## src/rtl/base_tag_arb_if.sv

```systemverilog
// Request/grant and tag-release bundle for base_tag_arb.
// master: requesters (req_v, hold, free_*); slave: the arbiter (req_r, gnt_tag).
interface base_tag_arb_if #(
  parameter int nreq = 4,
  parameter int tagw = 3
);
  logic            hold;
  logic [nreq-1:0] req_v;
  logic [nreq-1:0] req_r;
  logic [tagw-1:0] gnt_tag;
  logic            free_v;
  logic [tagw-1:0] free_tag;

  modport master (
    output hold, req_v, free_v, free_tag,
    input  req_r, gnt_tag
  );

  modport slave (
    input  hold, req_v, free_v, free_tag,
    output req_r, gnt_tag
  );
endinterface

```

## src/rtl/base_tag_arb.sv

```systemverilog
// Round-robin tag allocator: grants the lowest free tag to the next requester.
// Ports: clk, reset_n (sync, active low), bus (slave), busy, free_cnt, empty;
// with BASE_TAG_ARB_ERR_EN defined also err / err_tag (sticky bad-free report).
module base_tag_arb #(
  parameter int nreq = 4,
  parameter int ntag = 8,
  parameter int tagw = $clog2(ntag),
  parameter int cntw = $clog2(ntag+1)
) (
  input  logic                 clk,
  input  logic                 reset_n,
  base_tag_arb_if.slave        bus,
  output logic [ntag-1:0]      busy,
  output logic [cntw-1:0]      free_cnt,
  output logic                 empty
`ifdef BASE_TAG_ARB_ERR_EN
  ,
  output logic                 err,
  output logic [tagw-1:0]      err_tag
`endif
);

  localparam int rrw = (nreq > 1) ? $clog2(nreq) : 1;

  logic [rrw-1:0]  rr;
  logic [rrw-1:0]  win;
  logic [rrw-1:0]  hi;
  logic [rrw-1:0]  lo;
  logic            hi_found;
  logic [tagw-1:0] ftag;
  logic            grant;
  logic            fv;
  logic [ntag-1:0] busy_nxt;
  logic [cntw-1:0] cnt_nxt;

  // Lowest requester at/above rr wins; else wrap to lowest overall.
  always_comb begin
    hi       = '0;
    lo       = '0;
    hi_found = 1'b0;
    for (int j = nreq-1; j >= 0; j--) begin
      if (bus.req_v[j]) begin
        lo = rrw'(j);
        if (rrw'(j) >= rr) begin
          hi       = rrw'(j);
          hi_found = 1'b1;
        end
      end
    end
    win = hi_found ? hi : lo;
  end

  always_comb begin
    ftag = '0;
    for (int j = ntag-1; j >= 0; j--) begin
      if (!busy[j]) ftag = tagw'(j);
    end
  end

  assign grant = reset_n & ~bus.hold & ~empty & (|bus.req_v);

  assign bus.req_r   = grant ? (nreq'(1) << win) : '0;
  assign bus.gnt_tag = ftag;

  // Only frees of an in-range, currently busy tag count.
  assign fv = bus.free_v
            & ({1'b0, bus.free_tag} < (tagw+1)'(ntag))
            & busy[bus.free_tag];

  always_comb begin
    busy_nxt = busy;
    if (grant) busy_nxt[ftag] = 1'b1;
    if (fv)    busy_nxt[bus.free_tag] = 1'b0;
  end

  assign cnt_nxt = free_cnt - cntw'(grant) + cntw'(fv);

  always_ff @(posedge clk) begin
    if (!reset_n) begin
      busy     <= '0;
      free_cnt <= cntw'(ntag);
      empty    <= 1'b0;
      rr       <= '0;
    end else begin
      busy     <= busy_nxt;
      free_cnt <= cnt_nxt;
      empty    <= (cnt_nxt == '0);
      if (grant) begin
        rr <= (win == rrw'(nreq-1)) ? '0 : win + 1'b1;
      end
    end
  end

`ifdef BASE_TAG_ARB_ERR_EN
  always_ff @(posedge clk) begin
    if (!reset_n) begin
      err     <= 1'b0;
      err_tag <= '0;
    end else if (bus.free_v && !fv) begin
      err <= 1'b1;
      if (!err) err_tag <= bus.free_tag;
    end
  end
`endif

endmodule

```

## src/flat_wrapper.sv

```systemverilog
// flat-port wrapper written by rule: the top's interface ports become plain ports
module base_tag_arb_flat 
#(
  parameter int nreq = 4,
  parameter int ntag = 8,
  parameter int tagw = $clog2(ntag),
  parameter int cntw = $clog2(ntag+1)
)
  (clk, reset_n, busy, free_cnt, empty, bus_hold, bus_req_v, bus_free_v, bus_free_tag, bus_req_r, bus_gnt_tag);
  base_tag_arb_if #(.nreq(nreq), .tagw(tagw)) bus_i ();
  input  logic clk;
  input  logic reset_n;
  output logic [ntag-1:0] busy;
  output logic [cntw-1:0] free_cnt;
  output logic empty;
  input wire logic [$bits(bus_i.hold)-1:0] bus_hold;
  input wire logic [$bits(bus_i.req_v)-1:0] bus_req_v;
  input wire logic [$bits(bus_i.free_v)-1:0] bus_free_v;
  input wire logic [$bits(bus_i.free_tag)-1:0] bus_free_tag;
  output wire logic [$bits(bus_i.req_r)-1:0] bus_req_r;
  output wire logic [$bits(bus_i.gnt_tag)-1:0] bus_gnt_tag;
  assign bus_i.hold = bus_hold;
  assign bus_i.req_v = bus_req_v;
  assign bus_i.free_v = bus_free_v;
  assign bus_i.free_tag = bus_free_tag;
  assign bus_req_r = bus_i.req_r;
  assign bus_gnt_tag = bus_i.gnt_tag;
  base_tag_arb #(.nreq(nreq), .ntag(ntag), .tagw(tagw), .cntw(cntw)) u_core (.clk(clk), .reset_n(reset_n), .bus(bus_i), .busy(busy), .free_cnt(free_cnt), .empty(empty));
endmodule
```

## config.mk

```make
export PLATFORM = sky130hd
export DESIGN_NAME = base_tag_arb_flat
export DESIGN_NICKNAME = d
export VERILOG_FILES = /design/src/rtl/base_tag_arb_if.sv /design/src/rtl/base_tag_arb.sv /design/src/flat_wrapper.sv
export SDC_FILE = /design/constraint.sdc
export NUM_CORES = 1
export LEC_CHECK = 0
export CELL_PAD_IN_SITES_DETAIL_PLACEMENT = 1
export CELL_PAD_IN_SITES_GLOBAL_PLACEMENT = 1
export CORE_AREA = 2 2 68 70
export CTS_CLUSTER_DIAMETER = 80
export CTS_CLUSTER_SIZE = 20
export DETAILED_ROUTE_END_ITERATION = 16
export DIE_AREA = 0 0 70 72
export GPL_TIMING_DRIVEN = 0
export PLACE_DENSITY = 0.56
export SYNTH_ARGS = -nofsm -noshare
export SYNTH_HDL_FRONTEND = slang
export SYNTH_SLANG_ARGS = --single-unit
export TNS_END_PERCENT = 10
```

## constraint.sdc

```tcl
create_clock -name clk -period 3.3 [get_ports clk]
set_clock_uncertainty 0.15 [all_clocks]
set_input_delay 0.33 -clock clk [delete_from_list [all_inputs] [get_ports clk]]
set_output_delay 0.33 -clock clk [all_outputs]
set_load 0.02 [all_outputs]
```

---- Yosys cells after proc, flatten, opt, wreduce, memory -nomap -nowiden ----
Cells that the tools add are included.
operators by class
  $lt $le $gt $ge ......................... 8
  reductions and logical operators ........ 4
  shift-type cells ........................ 1
  bitwise operators ....................... 9
  $add $sub $neg .......................... 3
  equal/unequal tests ..................... 1
  muxes and demuxes ....................... 39
operators with widths
  kind                 count
  $mux 2               14
  $mux 3               8
  $mux 8               2
  $mux 1               11
  $and 8x8->8          1
  $lt 3x4->1 const B   2
  $not 8->8            1
  $or 8x8->8           1
  $demux 1 s3          2
  $ge 3x1->1 const B   2
  $add 4x1->4          1
  $and 1x1->1          4
  $ge 1x2->1 const A   2
  $ge 2x2->1 const A   2
  $logic_not 4->1      1
  $mux 4               1
  $reduce_or 4->1      1
  $shl 1x2->4 const A  1
  $sub 4x1->4          1
  $bmux 1 s3           1
  $add 2x1->2 const B  1
  $eq 2x2->1 const B   1
  $logic_and 1x1->1    2
  $not 1->1            2
storage, ports and cells
  register bits after elaboration ......... 15

---- Logic depth before layout (Yosys ltp) ----
  depth in word-level cells ............... 16
  depth in mapped cells ................... 11
  depth with buffers taken out ............ 10

---- Worst setup path before layout ----
No wires, ideal clock.
  path kind ............................... input-to-reg
  start ................................... input port bus_free_tag[2]
  end ..................................... register u_core.empty
  arrival ................................. 2.346 ns
  path slack .............................. 0.688 ns
  stages on the path ...................... 10
  library setup time ...................... 0.116 ns
  cell sequence ........................... buf_2 -> mux2_2 -> o2bb2ai_1 -> o21ai_0 -> inv_1 -> ha_1 -> fa_1 -> xor2_1 -> nor3_1 -> and3_1
on the way
  word-level cells in the longest chain between the ends .. 5
ends and longest elaborated chain
  item                          RTL line            source
  start: declaration            flat_wrapper.sv:19  input wire logic [$bits(bus_i.free_tag)-1:0] bus_free_tag;
  $bmux 1 s3                    base_tag_arb.sv:68  & busy[bus.free_tag];
  $mux 1 (implied by the code)  base_tag_arb.sv:68
  $and 1x1->1                   base_tag_arb.sv:68
  $add 4x1->4                   base_tag_arb.sv:76  assign cnt_nxt = free_cnt - cntw'(grant) + cntw'(fv);
  $logic_not 4->1               base_tag_arb.sv:87  empty <= (cnt_nxt == '0);
  end signal: assignment        base_tag_arb.sv:87
  end: declaration              base_tag_arb.sv:15  output logic empty
No other way between the ends. The select of a mux whose other input is x is not followed.
A chain may end at the register's enable or synchronous reset.

---- Worst setup path in the final report ----
  start ................................... input port reset_n
  end ..................................... register u_core.empty
on the way
  word-level cells in the longest chain between the ends .. 6
ends and longest elaborated chain
  item                      RTL line            source
  start: declaration        flat_wrapper.sv:12  input logic reset_n;
  $and 1x1->1 (3 in a row)  base_tag_arb.sv:60  assign grant = reset_n & ~bus.hold & ~empty & (|bus.req_v);
  via u_core.grant          base_tag_arb.sv:31  logic grant;
  $sub 4x1->4               base_tag_arb.sv:76
  $add 4x1->4               base_tag_arb.sv:76
  $logic_not 4->1           base_tag_arb.sv:87
The timed path passes the listed nets, and every way through them passes these cells.

==> impl_results.md <==
- Cells after Synth: 126
- Core Region: 4260 um^2
- Count of flip-flops with a built-in enable after synthesis: 0
- Register area share after synthesis: 29.2%
- Layout area overhead: 40.1%
- PwrDens: approximately 480 nW/um^2
- HPWL after detailed placement: 2480 um
- Cts bufs inserted: 3
- Worst-path clk slew: 60 ps
- Critical Path RT: roughly 3300 ps
- Vias per cell: 4.79
- Synth top area cells: dfxtp_1, ha_1, nand2_1, inv_1, and2_1
- Initial antenna violation count: 0
- Clk sinks: 15
- Post-synth top area cell: dfxtp_1
- Hold_buf cts: 0
- Syn_area_per_cell: 8.16 um^2
- CP startpoint kind: input pin
- Final Power: 0.699 mW
- Slew margin rel.: between 50% and 60%
- Layout cell share with drive strength beyond 1: 8.18%
- Routability cong.: 0.783
- Final Util: 33.8%
- Final wirelength: 3030 um
- DIE AREA: 5040 um^2
- H-tree depth: 1
- Outcome: finished, final reports clean
- Iteration-0 DRC Markers: 28
- Post-route ant nets: 0
- Die width: 70 um
- DR WL/cell: between 10 and 15 um
- RSZ-0062 raised after global routing: no
- Grt ovf: 0
- First-pass GRT wire length: between 5000 and 6000 um
- Final min period: around 3100 ps
- Post-synthesis net count: 146
- Pin count of the biggest net entering global routing: 11
- Vias in the first global route: 1120
- Number of I/O port buffers: 29
- Postcts setup bufs: 0
- Synthesized flop and latch total: 15
- Slew @ Worst Pin: 631 ps
- Clock tree from TritonCTS: built
- CTS Root Cell: clkbuf_8
- Most instantiated cells after synthesis: dfxtp_1, nand2_1, inv_1
- Num ports: 31
- Fin nets: 180
- Worst-case vdd ir drop: between 200 and 250 uV
- CP endpoint kind: flip-flop
- # setup viols final: 0
- Total GRT Usage: 12.7%
- Setup_tns: 0 ps
- Max Slew Vio Count: 0
- Final Hold Fails: 0
- Count of unique library cells instantiated by Yosys: 40
- Synth top area share: 29.2%
- YS warnings: 0
- Critical path fanouts, max: 10
- Post-cts resize count: 0
- Most used DFF post-synth: dfxtp_1
- N_diodes: 0
- Die Y: 72 um
- Period utilization: 94.3%
- Crit path arrival time: 3100 ps
- Initial Util: 24.1%
- Clock tree buffer depth: 2
- Cell Area, Synth: 1030 um^2
- Max-cap violation count: 0
- Maximum clock frequency: 321 MHz
- Clk_lat worst skew: approximately 240 ps
- Setup CP Type: in -> reg
- LEAKAGE: 0.572 nW
- Async set or reset register ratio after synthesis: 0%
- Hold slack: roughly 340 ps
- Pre-antenna DRT Iters: 4
- DRC: 0
- Via count: 1011
- Hold WC Path Type: in -> reg
- Row count: 24
[metal layers]
layer	track usage [%]	routed length, um	vias up	part of all wire, %
met2	23.1	1510	21	50
li1	-	-	507	-
met4	3.21	21	0	0.69
met5	0	0	-	0
met3	1.67	82	2	2.7
met1	15.9	1410	481	47
[path summary, 6_finish.rpt]
kind                                                 from                        end  slack, ps  depth (start not counted)
worst max-delay path                              reset_n    u_core.empty$_SDFF_PN0_        190                         12
worst min-delay path                      bus_free_tag[2]  u_core.busy[6]$_SDFF_PN0_        340                          3
worst max register to register  u_core.busy[1]$_SDFF_PN0_    u_core.empty$_SDFF_PN0_        560                          9
worst min register to register  u_core.rr[1]$_SDFFE_PN0P_  u_core.rr[1]$_SDFFE_PN0P_        390                          2
[where the power goes]
group	total (mW)	switching (mW)	internal, mW
logic	0.306	0.159	0.148
clock network	0.150	0.0667	0.0835
registers	0.242	0.0306	0.212
total	0.699	0.256	0.443
[final cells by class]
| type | count | area (um^2) |
|---|---|---|
| plain buffers | 3 | 13.8 |
| clock buffers | 3 | 41.3 |
| clock inverters | 1 | 5.00 |
| fillers | 514 | 2820 |
| inverters | 13 | 48.8 |
| multi-input cells | 95 | 677 |
| flip-flops and latches | 15 | 300 |
| well taps | 52 | 65.1 |
| repair buffers | 29 | 290 |
[critical path, cell delays in order]
cell and delay, ps:
clkdlybuf4s50_1 600, or3b_1 420, or2_0 200, buf_2 170, inv_2 150, ha_1 140, inv_1 40, ha_1 210
fa_1 380, xor2_1 220, nor3_1 60, and3_1 170
[registers in the layout (all words and copies together) (netlist names)]
signal,cells
u_core.busy,8
u_core.rr,2
u_core.empty,1
u_core.free_cnt,4
[placed cells by master (no fill, tap or decap), types with 3 or more instances in the layout]
cell type	n
ha_1	8
clkdlybuf4s50_1	29
a2bb2oi_1	4
and2_1	7
o41ai_1	3
clkbuf_8	3
mux2i_1	3
a21o_1	3
inv_1	12
dfxtp_1	15
nor2b_1	4
a21oi_1	7
or2_2	3
nand2_1	15
nand2b_1	4
o21ai_0	5
[metrics by stage]
step	instances	setup WS [ps]	cell area [um^2]
after global placement	207	-76.1	1380
after CTS	211	118	1430
after detailed placement	207	-141	1380
final	211	188	1440
after floorplan	126	688	1030
after global routing	211	33.6	1440
[logic make-up (layout without fill, tap and decap cells)]
family | count (synthesis) | after routing | synth area share [%]
xor gates and xnor gates | 3 | 3 | 2.56
muxes | 4 | 4 | 4.01
AOI/OAI and AO/OA | 35 | 35 | 24.0
adders and majority gates | 9 | 9 | 11.7
and+or+nand+nor | 44 | 44 | 22.5
DFF | 15 | 15 | 29.2
buffers and inverters | 16 | 49 | 6.08
(Power assumes the default switching activity.)
